**src/rtl/hw_interrupt_controller.sv**
```systemverilog
// hw_interrupt_controller: synchronises four external request lines and a
// periodic timer. Rising edges become pending requests, and the eligible
// (unmasked) requests are issued to the CPU one at a time as single-cycle
// pulses in fixed priority order, with a guaranteed gap between pulses.
module hw_interrupt_controller #(
  parameter logic [15:0] TIMER_PERIOD = 16'd50000,
  parameter logic [7:0]  HOLDOFF      = 8'd8,
  parameter logic [3:0]  BASE_INDEX   = 4'h8
) (
  input  logic       clk,
  input  logic       rst,
  input  logic [3:0] irqIn,
  input  logic       timerEnable,
  input  logic       maskWrite,
  input  logic [4:0] maskValue,
  output logic       hardwareInterruptSignal,
  output logic [3:0] hardwareInterruptIndex,
  output logic [4:0] pending
);

  typedef enum logic [1:0] {
    ST_IDLE    = 2'd0,
    ST_ISSUE   = 2'd1,
    ST_HOLDOFF = 2'd2
  } state_t;

  state_t      state_r;
  logic [3:0]  s1_r;
  logic [3:0]  s2_r;
  logic [3:0]  s3_r;
  logic [15:0] timer_cnt_r;
  logic [4:0]  mask_r;
  logic [4:0]  pending_r;
  logic [7:0]  hold_cnt_r;
  logic        signal_r;
  logic [3:0]  index_r;

  logic [3:0]  rise_s;
  logic        tick_s;
  logic [4:0]  eligible_s;
  logic        any_s;
  logic [2:0]  win_s;
  logic [4:0]  clr_s;
  logic [4:0]  pending_nxt_s;

  assign hardwareInterruptSignal = signal_r;
  assign hardwareInterruptIndex  = index_r;
  assign pending                 = pending_r;

  // Edge detect, timer tick, priority pick and next pending value (set beats clear).
  always_comb begin
    rise_s     = s2_r & ~s3_r;
    tick_s     = timerEnable && (timer_cnt_r == (TIMER_PERIOD - 16'd1));
    eligible_s = pending_r & ~mask_r;
    any_s      = 1'b1;
    win_s      = 3'd0;
    casez (eligible_s)
      5'b????1: win_s = 3'd0;
      5'b???10: win_s = 3'd1;
      5'b??100: win_s = 3'd2;
      5'b?1000: win_s = 3'd3;
      5'b10000: win_s = 3'd4;
      default: begin
        win_s = 3'd0;
        any_s = 1'b0;
      end
    endcase
    if ((state_r == ST_IDLE) && any_s) begin
      clr_s = 5'b00001 << win_s;
    end else begin
      clr_s = 5'b00000;
    end
    pending_nxt_s = (pending_r & ~clr_s) | {tick_s, rise_s};
  end

  // Two-flop synchroniser per line plus a delay flop for edge detection.
  always_ff @(posedge clk or negedge rst) begin
    if (!rst) begin
      s1_r <= 4'h0;
      s2_r <= 4'h0;
      s3_r <= 4'h0;
    end else begin
      s1_r <= irqIn;
      s2_r <= s1_r;
      s3_r <= s2_r;
    end
  end

  // Periodic timer: counts 0..TIMER_PERIOD-1 while enabled, held at 0 otherwise.
  always_ff @(posedge clk or negedge rst) begin
    if (!rst) begin
      timer_cnt_r <= 16'd0;
    end else if (!timerEnable) begin
      timer_cnt_r <= 16'd0;
    end else if (timer_cnt_r == (TIMER_PERIOD - 16'd1)) begin
      timer_cnt_r <= 16'd0;
    end else begin
      timer_cnt_r <= timer_cnt_r + 16'd1;
    end
  end

  // Mask register and pending-request register.
  always_ff @(posedge clk or negedge rst) begin
    if (!rst) begin
      mask_r    <= 5'b00000;
      pending_r <= 5'b00000;
    end else begin
      pending_r <= pending_nxt_s;
      if (maskWrite) begin
        mask_r <= maskValue;
      end else begin
        mask_r <= mask_r;
      end
    end
  end

  // Issue state machine with registered pulse and index outputs.
  always_ff @(posedge clk or negedge rst) begin
    if (!rst) begin
      state_r    <= ST_IDLE;
      signal_r   <= 1'b0;
      index_r    <= 4'h0;
      hold_cnt_r <= 8'd0;
    end else begin
      case (state_r)
        ST_IDLE: begin
          if (any_s) begin
            index_r  <= BASE_INDEX + {1'b0, win_s};
            signal_r <= 1'b1;
            state_r  <= ST_ISSUE;
          end else begin
            signal_r <= 1'b0;
          end
        end
        ST_ISSUE: begin
          signal_r   <= 1'b0;
          hold_cnt_r <= HOLDOFF;
          state_r    <= ST_HOLDOFF;
        end
        ST_HOLDOFF: begin
          signal_r   <= 1'b0;
          hold_cnt_r <= hold_cnt_r - 8'd1;
          if (hold_cnt_r == 8'd1) begin
            state_r <= ST_IDLE;
          end else begin
            state_r <= ST_HOLDOFF;
          end
        end
        default: begin
          signal_r   <= 1'b0;
          hold_cnt_r <= 8'd0;
          state_r    <= ST_IDLE;
        end
      endcase
    end
  end

endmodule

```
**config.mk**
```make
export PLATFORM = sky130hd
export DESIGN_NAME = hw_interrupt_controller
export DESIGN_NICKNAME = d
export VERILOG_FILES = /design/src/rtl/hw_interrupt_controller.sv
export SDC_FILE = /design/constraint.sdc
export NUM_CORES = 1
export LEC_CHECK = 0
export CAP_MARGIN = 40
export CORE_AREA = 3 3 67 69
export CTS_CLUSTER_SIZE = 40
export DETAILED_ROUTE_END_ITERATION = 10
export DIE_AREA = 0 0 70 72
export GPL_TIMING_DRIVEN = 0
export MAX_ROUTING_LAYER = met4
export PLACE_DENSITY_LB_ADDON = 0.05
export SETUP_SLACK_MARGIN = 0.1
export SLEW_MARGIN = 30
export SYNTH_ARGS = -nofsm -noshare
export SYNTH_HDL_FRONTEND = slang
export SYNTH_SLANG_ARGS = --single-unit
```
**constraint.sdc**
```tcl
create_clock -name clk -period 3.7 [get_ports clk]
set_input_delay 0.74 -clock clk [delete_from_list [all_inputs] [get_ports clk]]
set_output_delay 0.74 -clock clk [all_outputs]
set_load 0.005 [all_outputs]
```
# After elaboration in Yosys (flattened, before gate mapping)
# Cells that the tools add are included.
[word_totals]
reg_bits = 53
input_bits = 13
[op_classes]
addsub = 3
eq_ne = 9
shift = 1
mux = 11
bitwise = 7
n_reduce_logical = 5
[ops]
columns = ["operator", "count"]
rows = [
  ["$mux W16", 2],
  ["$pmux W8 S3", 1],
  ["$add A16 B1 Y16 const B", 1],
  ["$eq A16 B16 Y1 const B", 1],
  ["$pmux W3 S4", 1],
  ["$and A5 B5 Y5", 2],
  ["$not A5 Y5", 2],
  ["$eq A8 B1 Y1 const B", 1],
  ["$sub A8 B1 Y8 const B", 1],
  ["$pmux W2 S3", 1],
  ["$eq A5 B5 Y1 const B", 1],
  ["$mux W5", 1],
  ["$or A5 B5 Y5", 1],
  ["$reduce_or A5 Y1", 1],
  ["$shl A1 B3 Y5 const A", 1],
  ["$add A4 B3 Y4 const A", 1],
  ["$and A4 B4 Y4", 1],
  ["$eq A2 B2 Y1 const B", 2],
  ["$eq A4 B4 Y1 const B", 1],
  ["$mux W2", 2],
  ["$not A4 Y4", 1],
  ["$eq A3 B3 Y1 const B", 1],
  ["$mux W1", 3],
  ["$eq A2 B1 Y1 const B", 1],
  ["4 further kinds", 5],
]

# Depth between registers and ports, before layout
# Gate-level depths: netlist of the first run.
[depth]
depth_word = 10
depth_mapped = 7
depth_no_buf = 6

# Least setup slack after synthesis of the first run
# OpenSTA, ideal clock, no wires.
[synth_path]
kind = "register to register"
from = "reg hold_cnt_r[0]"
to = "reg hold_cnt_r[6]"
setup_time_ns = 0.121
arrival_time_ns = 1.464
setup_slack_ns = 2.115
path_stages_with_launch = 7
path_buffers = 0
synth_period_minus_slack_ns = 1.585
cell_sequence = "dfrtp_1 inv_1 ha_1 or4b_4 nor2_4 o21ai_1 a22o_1"
[synth_via]
elab_chain_len = 2
[synth_rtl]
columns = ["item", "line", "text"]
rows = [
  ["start, declared", "34", "logic [7:0] hold_cnt_r;"],
  ["start signal, assigned", "142", "hold_cnt_r <= hold_cnt_r - 8'd1;"],
  ["$sub A8 B1 Y8", "142", ""],
  ["$pmux W8 S3", "125", "case (state_r)"],
]
# No other way between the ends.
# A chain may end at the register's enable or synchronous reset.

# Worst setup path after layout of the first run
[layout_path]
from = "reg pending_r[3] (netlist: pending[3])"
to = "out pending[3]"
[layout_rtl]
columns = ["item", "line", "text"]
rows = [
  ["start, declared", "33", "logic [4:0] pending_r;"],
  ["start signal, assigned", "108", "pending_r <= pending_nxt_s;"],
  ["end, declared", "18", "output logic [4:0] pending"],
]
# No word-level cell between the ends.

==> out/metrics.yaml, run 1 <==
run_status:
  status: "finished, final reports clean"
worst_setup_path:
  critical-path-top-delay-family: "buffers and inverters"
  critical_path_required_ns: 2.96
  startpoint_type: "flop"
  worstPathArrival_ns: 1.25
  crit_chain: "clkdlybuf4s50_1"
  crit_path_max_incr_delay_ns: 0.53
  setup.worst_path.class: "flop to output port"
  crit_path_end_kind: "output port"
  cp_slowest_cell: "clkdlybuf4s50_1"
  critPathMaxFanout: 4
  crit_buf_inv: 1
sta:
  rsz0062_at_grt: "no"
  fin_crit_sh: 0.537
  fin_skew_ns: 0.00951
  maxSlewHeadroom: 0.570
  finalSetupViolations: 0
  min_period_ns: 1.99
  worst_slack_ns: 1.71
  hold_violations: 0
  timing.hold.ws_ns: 0.347
  max_freq_ghz: 0.503
  drv_slew: 0
  setup_tns_ns: 0
  worst_slew_pin_slew_ns: 0.644
die:
  start_util: 0.585
  core_area_um2: 3970
  die_width_um: 70
  boundaryPins: 23
  row_count: 23
  dieArea_um2: 5040
  die_y_um: 72
place:
  place_ws_ns: 1.86
  place_congestion: 0.896
  dpl_cell_area_um2: 2600
  port_buffers: 22
  dp_cells: 286
  hpwlAfterDp_um: 3110
cts:
  cts_tree: "done"
  clock_sinks: 53
  numCtsBuffers: 5
  clk_path_buf_depth: 2
  htree_levels: 2
  clk_pin_slew_ns: 0.10
  root_buffer: "clkbuf_8"
  cts_hold_buffers: 0
  cts_resized: 0
  post-cts-setup-buffer-count: 0
  clk_latency_ns: 0.31
power_and_ir_drop:
  p_int_uw: 1080
  seqPwrFrac: 0.457
  p_sw_frac: 0.353
  switchingPower_uw: 588
  p_comb_frac: 0.346
  clkPwrFrac: 0.197
  powerDensity_nw_per_um2: 619
  peakVddDrop_mv: 0.378
  leakagePower_uw: 0.00116
yosys:
  synth_cells: 214
  synthArstFlopShare: 1.00
  synth_warnings: 0
  yosys.cell_count.top_type: "dfrtp_1"
  synth-seq-cells: 53
  synth_area_leaders: "dfrtp_1, xnor2_1, ha_1, nor2_1, mux2_2"
  avgSynthCellArea_um2: 10.9
  synth_ff_type: "dfrtp_1"
  synth_nets: 234
  synth.top_cell.area_share: 0.571
  synth_seq_area_share: 0.571
  yosysTopAreaCell: "dfrtp_1"
  ys_types: 34
  synth_commonest_cells: "dfrtp_1, nor2_1, inv_1, o21ai_0"
  synth_edf_count: 0
  syn_area_um2: 2320
final_layout:
  final_cells: 294
  design_area_um2: 2690
  drive_gt1_frac: 0.0820
  multiInputGateArea_um2: 912
  regArea_um2: 1330
  diodes: 0
  fill_cells: 307
  nNetsFinal: 263
  syn2layout_area_growth_pct: 15.9
global_route:
  first_global_vias: 1642
  grt_pass1_wl_um: 7430
  grt-ovfl-total: 0
  gr-usage-all-layers: 0.195
  grt_max_degree: 54
  antenna_found_initial: 0
routing:
  wl_um: 4360
  drt_drc_violations_left: 0
  dr.pass1.iters: 4
  drt_iter0_markers: 126
  via_per_inst: 5.69
  wl_per_cell_um: 14.8
  ant_nets: 0
  vias: 1672
job:
  maxCapViolCount: 0
hold_path:
  hp-class: "flop to flop"
-- cell families after synthesis --
group / after synthesis / share of synthesized area
buffers and inverters: 21 / 0.0361
flip-flops: 53 / 0.571
XOR/XNOR: 15 / 0.0566
multiplexers: 7 / 0.0339
adder cells (fa/ha/maj): 7 / 0.0377
AO/OA/AOI/OAI: 32 / 0.0835
AND/OR/NAND/NOR: 79 / 0.181
-- area by class of cell --
class | count | share of cell area
Timing Repair Buffer | 22 | 0.0809
Buffer | 2 | 0.00465
Clock inverter | 3 | 0.00790
Clock buffer | 5 | 0.0256
Multi-Input combinational cell | 140 | 0.339
Inverter | 19 | 0.0265
Tap cell | 50 | 0.0232
Sequential cell | 53 | 0.493
-- worst paths after layout --
| check | to | slack, ns | from | depth (start not counted) |
|---|---|---|---|---|
| setup / recovery | pending[3] | 1.71 | pending[3] | 1 |
| setup reg to reg | state_r[0] | 1.83 | state_r[0] | 6 |
| max in group asynchronous | timer_cnt_r[15] | 2.82 | rst | 1 |
| min in group asynchronous | hold_cnt_r[5] | 0.44 | rst | 1 |
| hold / removal | s2_r[3] | 0.35 | s1_r[3] | 0 |
| hold reg to reg | s2_r[3] | 0.35 | s1_r[3] | 0 |
-- routing by layer --
metal / track usage / routed length [um] / vias to the layer above
met5: - / 0 / -
met4: 0.0830 / 93 / 0
met3: 0.0499 / 239 / 11
met2: 0.322 / 2250 / 65
met1: 0.228 / 1770 / 804
li1: - / - / 792
-- cells in the final DEF, fill, tap and decap left out, types with 3 or more instances in the layout --
master,synthesis,layout
a21oi_1,3,3
clkbuf_8,0,5
clkdlybuf4s50_1,0,21
dfrtp_1,53,53
ha_1,7,7
inv_1,19,19
mux2_2,7,7
nand2_1,13,13
nand2b_1,6,6
nand3_1,6,6
nand4_1,6,6
nor2_1,23,23
nor2b_1,3,3
nor3_1,4,4
nor4_1,7,7
o21ai_0,14,14
o31ai_1,3,3
xnor2_1,13,13
-- metrics by stage --
stage | total power (uW) | utilization
2_1_floorplan | 1120 | -
3_3_place_gp | 1300 | 0.656
3_5_place_dp | 1350 | 0.655
4_1_cts | 1680 | 0.678
5_1_grt | 1790 | 0.678
6_report | 1670 | 0.678
-- power groups by stage --
stage	Clock, uW	Sequential [uW]	Combinational (uW)
final	327	762	577
after global routing	365	776	649
after CTS	337	762	576
after detailed placement	0	774	572
after global placement	0	764	538
after floorplan	0	758	361
-- sequential cells by signal, summed over array words and instances (netlist names) --
name and count:
s2_r 4, pending 5, hardwareInterruptIndex 4, mask_r 5, s1_r 4, state_r 2, s3_r 4, hardwareInterruptSignal 1
timer_cnt_r 16, hold_cnt_r 8
Power figures use the tool's default switching activity.
==> inputs of run 2 (changes only) <==
--- a/config.mk
+++ b/config.mk
@@ -6,10 +6,10 @@
 export NUM_CORES = 1
 export LEC_CHECK = 0
 export CAP_MARGIN = 40
-export CORE_AREA = 3 3 67 69
+export CORE_AREA = 3 3 69 71
 export CTS_CLUSTER_SIZE = 40
 export DETAILED_ROUTE_END_ITERATION = 10
-export DIE_AREA = 0 0 70 72
+export DIE_AREA = 0 0 72 74
 export GPL_TIMING_DRIVEN = 0
 export MAX_ROUTING_LAYER = met4
 export PLACE_DENSITY_LB_ADDON = 0.05
==> constraint.sdc (replaced) <==
create_clock -name clk -period 1.9 [get_ports clk]
set_input_delay 0.38 -clock clk [delete_from_list [all_inputs] [get_ports clk]]
set_output_delay 0.38 -clock clk [all_outputs]
set_load 0.005 [all_outputs]
==> run 2 against run 1 <==
Hold slack got worse by 0.26 ns. Total power increased by 96%. Sequential power increased by 94%. Final cell count increased by 1.4%. Highest routed layer unchanged. Critical path depth increased by 5. Setup slack got worse by 1.5 ns. Routed wire length decreased by 1.7%. Non-clock buffer count increased by 2. Flip-flop and latch count unchanged.
==> out/metrics.yaml, run 2 (synthesis results as in run 1) <==
run_status:
  status: "finished, final reports clean"
final_layout:
  top_regs: "timer_cnt_r: 16 flops, hold_cnt_r: 8 flops"
  layout_commonest_cell: "dfrtp_1"
  largest_reg_flops: 16
  diodes: 0
  nNetsFinal: 265
  syn2layout_area_growth_pct: 17.6
  drive_gt1_frac: 0.0976
  final_cell_mix: "dfrtp_1, nor2_1, clkdlybuf4s50_1"
  postLayoutCoreUtil: 0.636
  final_cells: 298
  regMostFlops: "timer_cnt_r"
cts:
  clk_path_buf_depth: 2
  clk_pin_slew_ns: 0.10
  cts_tree: "done"
  root_buffer: "clkbuf_8"
  clk_latency_ns: 0.30
  numCtsBuffers: 5
  htree_levels: 2
  clock_sinks: 53
  cts_hold_buffers: 0
global_route:
  grt-ovfl-total: 0
  grt_busiest_layer: "met2"
  grt_util_met3: 0.0392
  gr-usage-all-layers: 0.182
  antenna_found_initial: 0
  first_global_vias: 1601
  grtUsageMet1: 0.224
  grt_max_degree: 54
  use_met2: 0.296
  grt_pass1_wl_um: 7290
worst_setup_path:
  reg2reg_to: "hold_cnt_r[6]"
  ff2ff_setup_slack_ns: 0.21
  rr_startpoint: "hold_cnt_r[0]"
  rr_worst_depth: 6
  setup.worst_path.class: "flop to flop"
  critPathMaxFanout: 5
  worstPathArrival_ns: 1.89
  crit_path_end_kind: "flop"
  critical_path_required_ns: 2.10
  startpoint_type: "flop"
sta:
  max_freq_ghz: 0.592
  setup_tns_ns: 0
  maxSlewHeadroom: 0.578
  rsz0062_at_grt: "no"
  fin_skew_ns: 0.00419
  timing.hold.ws_ns: 0.0891
  worst_slew_pin_slew_ns: 0.634
  fin_crit_sh: 0.890
  min_period_ns: 1.69
  finalSetupViolations: 0
  hold_violations: 0
  drv_slew: 0
power_and_ir_drop:
  powerDensity_nw_per_um2: 1200
  peakVddDrop_mv: 0.476
  p_total_uw: 3270
  leakagePower_uw: 0.00117
die:
  boundaryPins: 23
  die_y_um: 74
  start_util: 0.541
  row_count: 24
  dieArea_um2: 5330
  die_width_um: 72
  core_area_um2: 4290
routing:
  ant_nets: 0
  dr.pass1.iters: 4
  vias: 1630
  wl_per_cell_um: 14.4
  wl_um: 4290
  via_per_inst: 5.47
  drt_iter0_markers: 84
  drt_drc_violations_left: 0
hold_path:
  hp-class: "input pin to async pin"
place:
  port_buffers: 22
  hpwlAfterDp_um: 3060
  dp_cells: 288
  place_congestion: 0.836
job:
  maxCapViolCount: 0
[run 2: cell count changes in the layout (fill, tap and decap cells not counted)]
cell        before  now
o31ai_2          0    1
inv_8            0    1
nand3_2          0    1
clkinv_4         0    1
nand3_1          6    5
o31ai_1          3    2
buf_4            2    4
clkbuf_4         0    1
clkinv_2         1    0
buf_2            1    0
clkinvlp_4       1    0
[run 2: critical path, cell delays in order (launching register included)]
cell	delay, ns
dfrtp_1	0.43
inv_1	0.07
ha_1	0.19
or4b_4	0.49
nor2_4	0.10
o21ai_1	0.06
a22o_1	0.24
[run 2: final cells by class]
class | count | area (um2)
Tap cell | 52 | 65.1
Inverter | 19 | 71.3
Clock buffer | 5 | 68.8
Multi-Input combinational cell | 140 | 922
Timing Repair Buffer | 24 | 233
Fill cell | 361 | 1560
Clock inverter | 3 | 28.8
Sequential cell | 53 | 1330
Buffer | 2 | 15.0
[run 2: through the flow]
step                      cell area, um2  setup slack [ns]
after floorplan                     2320             0.315
after global routing                2730             0.105
after global placement              2610            -0.995
after detailed placement            2610             0.114
after CTS                           2710             0.183
final                               2730             0.210
[run 2: power by group]
part | leakage (uW) | internal [uW] | switching (uW) | total, uW
Clock | 0.0000506 | 276 | 392 | 668
Combinational | 0.000454 | 534 | 582 | 1120
Sequential | 0.000668 | 1320 | 160 | 1480
[run 2: repair_timing]
item                                    4_1_cts  5_1_grt
gates resized for setup                       1        2
endpoints found under the setup margin        2        6
setup buffers                                 0        2
[run 2: worst max-delay path by stage]
stage / endpoint / slack (ns) / start / depth (start not counted)
finish: hold_cnt_r[6] / 0.21 / hold_cnt_r[0] / 6
global route: state_r[0] / 0.10 / state_r[0] / 6
CTS: state_r[0] / 0.18 / state_r[0] / 6
detailed placement: state_r[0] / 0.11 / state_r[0] / 6
global placement: s2_r[2] / -0.99 / rst / 1
floorplan: hold_cnt_r[6] / 0.31 / hold_cnt_r[0] / 6
[run 2: per-layer routing]
layer | part of all wire | up-vias
met2 | 0.51 | 33
met1 | 0.45 | 792
li1 | - | 799
met3 | 0.031 | 6
met4 | 0.011 | 0
met5 | 0 | -
==> inputs of run 3 (changes only) <==
--- a/config.mk
+++ b/config.mk
@@ -13,7 +13,6 @@
 export GPL_TIMING_DRIVEN = 0
 export MAX_ROUTING_LAYER = met4
 export PLACE_DENSITY_LB_ADDON = 0.05
-export SETUP_SLACK_MARGIN = 0.1
 export SLEW_MARGIN = 30
 export SYNTH_ARGS = -nofsm -noshare
 export SYNTH_HDL_FRONTEND = slang
==> constraint.sdc (replaced) <==
create_clock -name clk -period 1.9 [get_ports clk]
set_input_delay 0.38 -clock clk [delete_from_list [all_inputs] [get_ports clk]]
set_output_delay 0.38 -clock clk [all_outputs]
set_load 0.01 [all_outputs]
==> run 3 against run 2 <==
Die area unchanged. Non-clock buffer count is 2 lower. Count of clock-buffer cells in the layout stayed put. Combinational power hardly changed. Sequential power hardly changed. Maximum frequency down 1.7%. Utilization decreased by 0.52 points. Total power is essentially flat.
==> out/metrics.yaml, run 3 (synthesis results as in run 1) <==
global_route:
  use_met2: 0.296
  first_global_vias: 1601
  grtUsageMet1: 0.224
  grt_pass1_wl_um: 7290
  grt_max_degree: 54
  antenna_found_initial: 0
  gr-usage-all-layers: 0.182
  grt_util_met3: 0.0392
  grt_busiest_layer: "met2"
  grt-ovfl-total: 0
routing:
  drt_drc_violations_left: 0
  vias: 1627
  via_per_inst: 5.50
  ant_nets: 0
  wl_per_cell_um: 14.4
  wl_um: 4250
  drt_iter0_markers: 87
  dr.pass1.iters: 4
sta:
  timing.hold.ws_ns: 0.0878
  fin_skew_ns: 0.00492
  min_period_ns: 1.72
  maxSlewHeadroom: 0.579
  fin_crit_sh: 0.905
  drv_slew: 0
  rsz0062_at_grt: "no"
  hold_violations: 0
  worst_slew_pin_slew_ns: 0.632
  max_freq_ghz: 0.582
  finalSetupViolations: 0
cts:
  numCtsBuffers: 5
  clk_pin_slew_ns: 0.10
  cts_hold_buffers: 0
  clock_sinks: 53
  htree_levels: 2
  cts_resized: 0
  root_buffer: "clkbuf_8"
  clk_path_buf_depth: 2
  clk_latency_ns: 0.30
  cts_tree: "done"
  post-cts-setup-buffer-count: 0
power_and_ir_drop:
  clkPwrFrac: 0.205
  powerDensity_nw_per_um2: 1210
  peakVddDrop_mv: 0.484
  p_int_uw: 2110
  p_comb_frac: 0.343
  leakagePower_uw: 0.00116
  seqPwrFrac: 0.453
  p_sw_frac: 0.354
  switchingPower_uw: 1160
final_layout:
  nNetsFinal: 263
  diodes: 0
  final_cells: 296
  final_cell_mix: "dfrtp_1, nor2_1, clkdlybuf4s50_1"
  design_area_um2: 2710
  syn2layout_area_growth_pct: 16.6
  top_regs: "timer_cnt_r: 16 flops, hold_cnt_r: 8 flops"
  largest_reg_flops: 16
  drive_gt1_frac: 0.0861
  layout_commonest_cell: "dfrtp_1"
  fill_cells: 360
  regMostFlops: "timer_cnt_r"
worst_setup_path:
  rr_startpoint: "state_r[0]"
  critical_path_required_ns: 2.10
  setup.worst_path.class: "flop to flop"
  crit_path_max_incr_delay_ns: 0.42
  rr_worst_depth: 6
  crit_path_end_kind: "flop"
  critical-path-top-delay-family: "flip-flops"
  crit_chain: "inv_1 -> ha_1 -> buf_2 -> nand3_2 -> nor3_1 -> mux2_2"
  reg2reg_to: "state_r[0]"
  ff2ff_setup_slack_ns: 0.18
  critPathMaxFanout: 10
  startpoint_type: "flop"
  cp_slowest_cell: "dfrtp_1"
  crit_buf_inv: 2
  worstPathArrival_ns: 1.92
die:
  boundaryPins: 23
  dieArea_um2: 5330
  die_y_um: 74
  row_count: 24
  die_width_um: 72
  start_util: 0.541
  core_area_um2: 4290
place:
  place_congestion: 0.836
  port_buffers: 22
  dp_cells: 288
  hpwlAfterDp_um: 3060
  dpl_cell_area_um2: 2610
hold_path:
  hp-class: "input pin to async pin"
run_status:
  status: "finished, final reports clean"
job:
  maxCapViolCount: 0
[run 3: cell count changes in the layout (fill, tap and decap cells not counted)]
cell,before,now
clkbuf_4,1,0
o31ai_2,1,0
buf_4,4,2
o31ai_1,2,3
buf_2,0,1
[run 3: power groups by stage]
stage	clock network (uW)	logic (uW)	registers [uW]
after floorplan	0	703	1510
after global placement	0	1070	1490
after global routing	744	1280	1510
after detailed placement	0	1120	1500
after CTS	695	1130	1480
final	670	1120	1480
[run 3: area by class of cell]
| type | count | area, um2 | share of cell area |
|---|---|---|---|
| buffer | 2 | 12.5 | 0.00462 |
| sequential | 53 | 1330 | 0.490 |
| timing repair buffer | 22 | 218 | 0.0804 |
| tap | 52 | 65.1 | 0.0240 |
| clock buffer | 5 | 68.8 | 0.0254 |
| multi-input combinational | 140 | 917 | 0.339 |
| inverter | 19 | 71.3 | 0.0263 |
| clock inverter | 3 | 28.8 | 0.0106 |
[run 3: per-stage QoR]
stage          TNS [ns]  power [uW]  utilization  setup slack, ns
2_1_floorplan         0        2210            -            0.315
3_3_place_gp     -52.55        2560        0.607           -0.995
3_5_place_dp          0        2620        0.607            0.114
4_1_cts               0        3300        0.629           0.0947
5_1_grt               0        3530        0.631           0.0159
6_report              0        3270        0.631            0.180
[run 3: worst max path at each step]
stage	start	to	slack, ns	cells past startpoint
3_5_place_dp	state_r[0]	state_r[0]	0.11	6
5_1_grt	state_r[0]	pending[4]	0.02	6
4_1_cts	state_r[0]	state_r[0]	0.09	6
6_report	state_r[0]	state_r[0]	0.18	6
3_3_place_gp	rst	s2_r[2]	-0.99	1
2_1_floorplan	hold_cnt_r[0]	hold_cnt_r[6]	0.31	6
[run 3: per-layer routing]
| metal | vias to the layer above | routed length, um |
|---|---|---|
| li1 | 797 | - |
| met1 | 789 | 1940 |
| met5 | - | 0 |
| met4 | 0 | 45 |
| met2 | 35 | 2130 |
| met3 | 6 | 130 |
==> variant, RTL diff (settings of run 3) <==
Make the reset (`rst`) synchronous in 4 clocked blocks.
--- a/src/rtl/hw_interrupt_controller.sv
+++ b/src/rtl/hw_interrupt_controller.sv
@@ -75,5 +75,5 @@
 
   // Two-flop synchroniser per line plus a delay flop for edge detection.
-  always_ff @(posedge clk or negedge rst) begin
+  always_ff @(posedge clk) begin
     if (!rst) begin
       s1_r <= 4'h0;
@@ -88,5 +88,5 @@
 
   // Periodic timer: counts 0..TIMER_PERIOD-1 while enabled, held at 0 otherwise.
-  always_ff @(posedge clk or negedge rst) begin
+  always_ff @(posedge clk) begin
     if (!rst) begin
       timer_cnt_r <= 16'd0;
@@ -101,5 +101,5 @@
 
   // Mask register and pending-request register.
-  always_ff @(posedge clk or negedge rst) begin
+  always_ff @(posedge clk) begin
     if (!rst) begin
       mask_r    <= 5'b00000;
@@ -116,5 +116,5 @@
 
   // Issue state machine with registered pulse and index outputs.
-  always_ff @(posedge clk or negedge rst) begin
+  always_ff @(posedge clk) begin
     if (!rst) begin
       state_r    <= ST_IDLE;
Behaviour: differs if rst is asserted again (counterexample within 4 cycles, from zero or initial values and one cycle with rst low); with rst held inactive, the same outputs for 10 cycles.
==> variant against run 3 <==
- cell area is 2.9% lower
- critical path depth stayed put
- worst setup slack worse by 13 ps
- sequential cell count stayed put
- power is 16% lower
- first-iteration DRC count is 56% higher
- sequential power is 15% lower
- wire length is 2.6% lower
- clock skew is 2.4 ps higher
- maximum frequency is 0.77% lower
- area after synthesis is 3.8% lower
==> variant: results (changes against run 3) <==
GRT
  • GR met2 Demand/Resource: 0.2816 (-0.01429)
  • Met3 Usage GRT: 0.04459 (+0.005405)
  • GRT Resource Usage Total: 0.1711 (-0.01048)

Synthesis
  • Mean area per synthesized cell: 9.158 µm² (-16%)
  • Fraction of the mapped netlist area in adder cells: 0.03919 (+0.001478)
  • Post-synthesis async set-or-reset flop share: 0 (-1.000)
  • Largest cells by area after synthesis: sky130_fd_sc_hd__dfxtp_1 47%, sky130_fd_sc_hd__nor2_1 5.5%, sky130_fd_sc_hd__xnor2_1 5.5%
  • Seq/Total Area, Yosys: 0.4748 (-0.09632)
  • Multiplexer fraction of the synthesized cell area: 0.03135 (-0.002589)

STA
  • Clk_skew: 7.361 ps (+2.442 ps)
  • Transition time of the tightest slew-check pin: 514.3 ps (-117.6 ps)

Place
  • Detail Placement HPWL: 3005 µm (-1.8%)
  • Post-Place Cell Area: 2500 µm² (-4.0%)
  • Inst Count DP: 316 (+9.7%)
  • I/O Buffers: 20 (-9.1%)

Worst setup path
  • Cell type group with the largest total delay on the critical path: simple AND/OR/NAND/NOR gates
  • Slowest cell on the critical path: sky130_fd_sc_hd__dfxtp_1

Layout
  • Nonclk buf count: 27 (+13%)
  • Sequential share of cell area: 0.4036 (-0.08621)
  • Number of fill cells: 392 (+8.9%)
  • Final #Nets: 291 (+11%)
  • Multi-input comb cells: 174 (+24%)
  • Inverter count: 10 (-9)
  • Area of the multi-input gates: 1110 µm² (+21%)
  • Share of layout cells above drive strength 1: 0.06250 (-0.02357)

Detailed routing
  • Total wire length: 4141 µm (-2.6%)
  • Number of vias in the routed layout: 1710 (+5.1%)
  • Mean routed wirelength per cell: 12.78 µm (-11%)
  • Number of DRC markers after the initial detailed-route iteration: 136 (+56%)

Outcome
  • Status: completed

Power and ir drop
  • Reported leakage power: 0.0009724 µW (-16%)
-- variant: changes by cell type in the layout (fill, tap and decap cells not counted), moves of 5 or more --
| cell | run 3 | this run |
|---|---|---|
| sky130_fd_sc_hd__nor2_1 | 23 | 33 |
| sky130_fd_sc_hd__o21ai_0 | 14 | 7 |
| sky130_fd_sc_hd__and2_1 | 0 | 15 |
| sky130_fd_sc_hd__mux2_2 | 7 | 0 |
| sky130_fd_sc_hd__dfxtp_1 | 0 | 53 |
| sky130_fd_sc_hd__inv_1 | 19 | 10 |
| sky130_fd_sc_hd__mux2i_1 | 0 | 7 |
| sky130_fd_sc_hd__dfrtp_1 | 53 | 0 |
| sky130_fd_sc_hd__clkbuf_1 | 0 | 5 |
-- variant: routing by layer --
layer,routed length (µm),vias to the layer above
li1,-,895
met1,1977,791
met2,2031,22
met3,112,2
met4,19,0
met5,0,-
-- variant: where the power goes --
part	internal, µW	total, µW	switching [µW]	leakage (µW)
sequential	1200	1260	64.7	0.000432
clock	428	781	353	0.0000574
combinational	301	701	400	0.000483
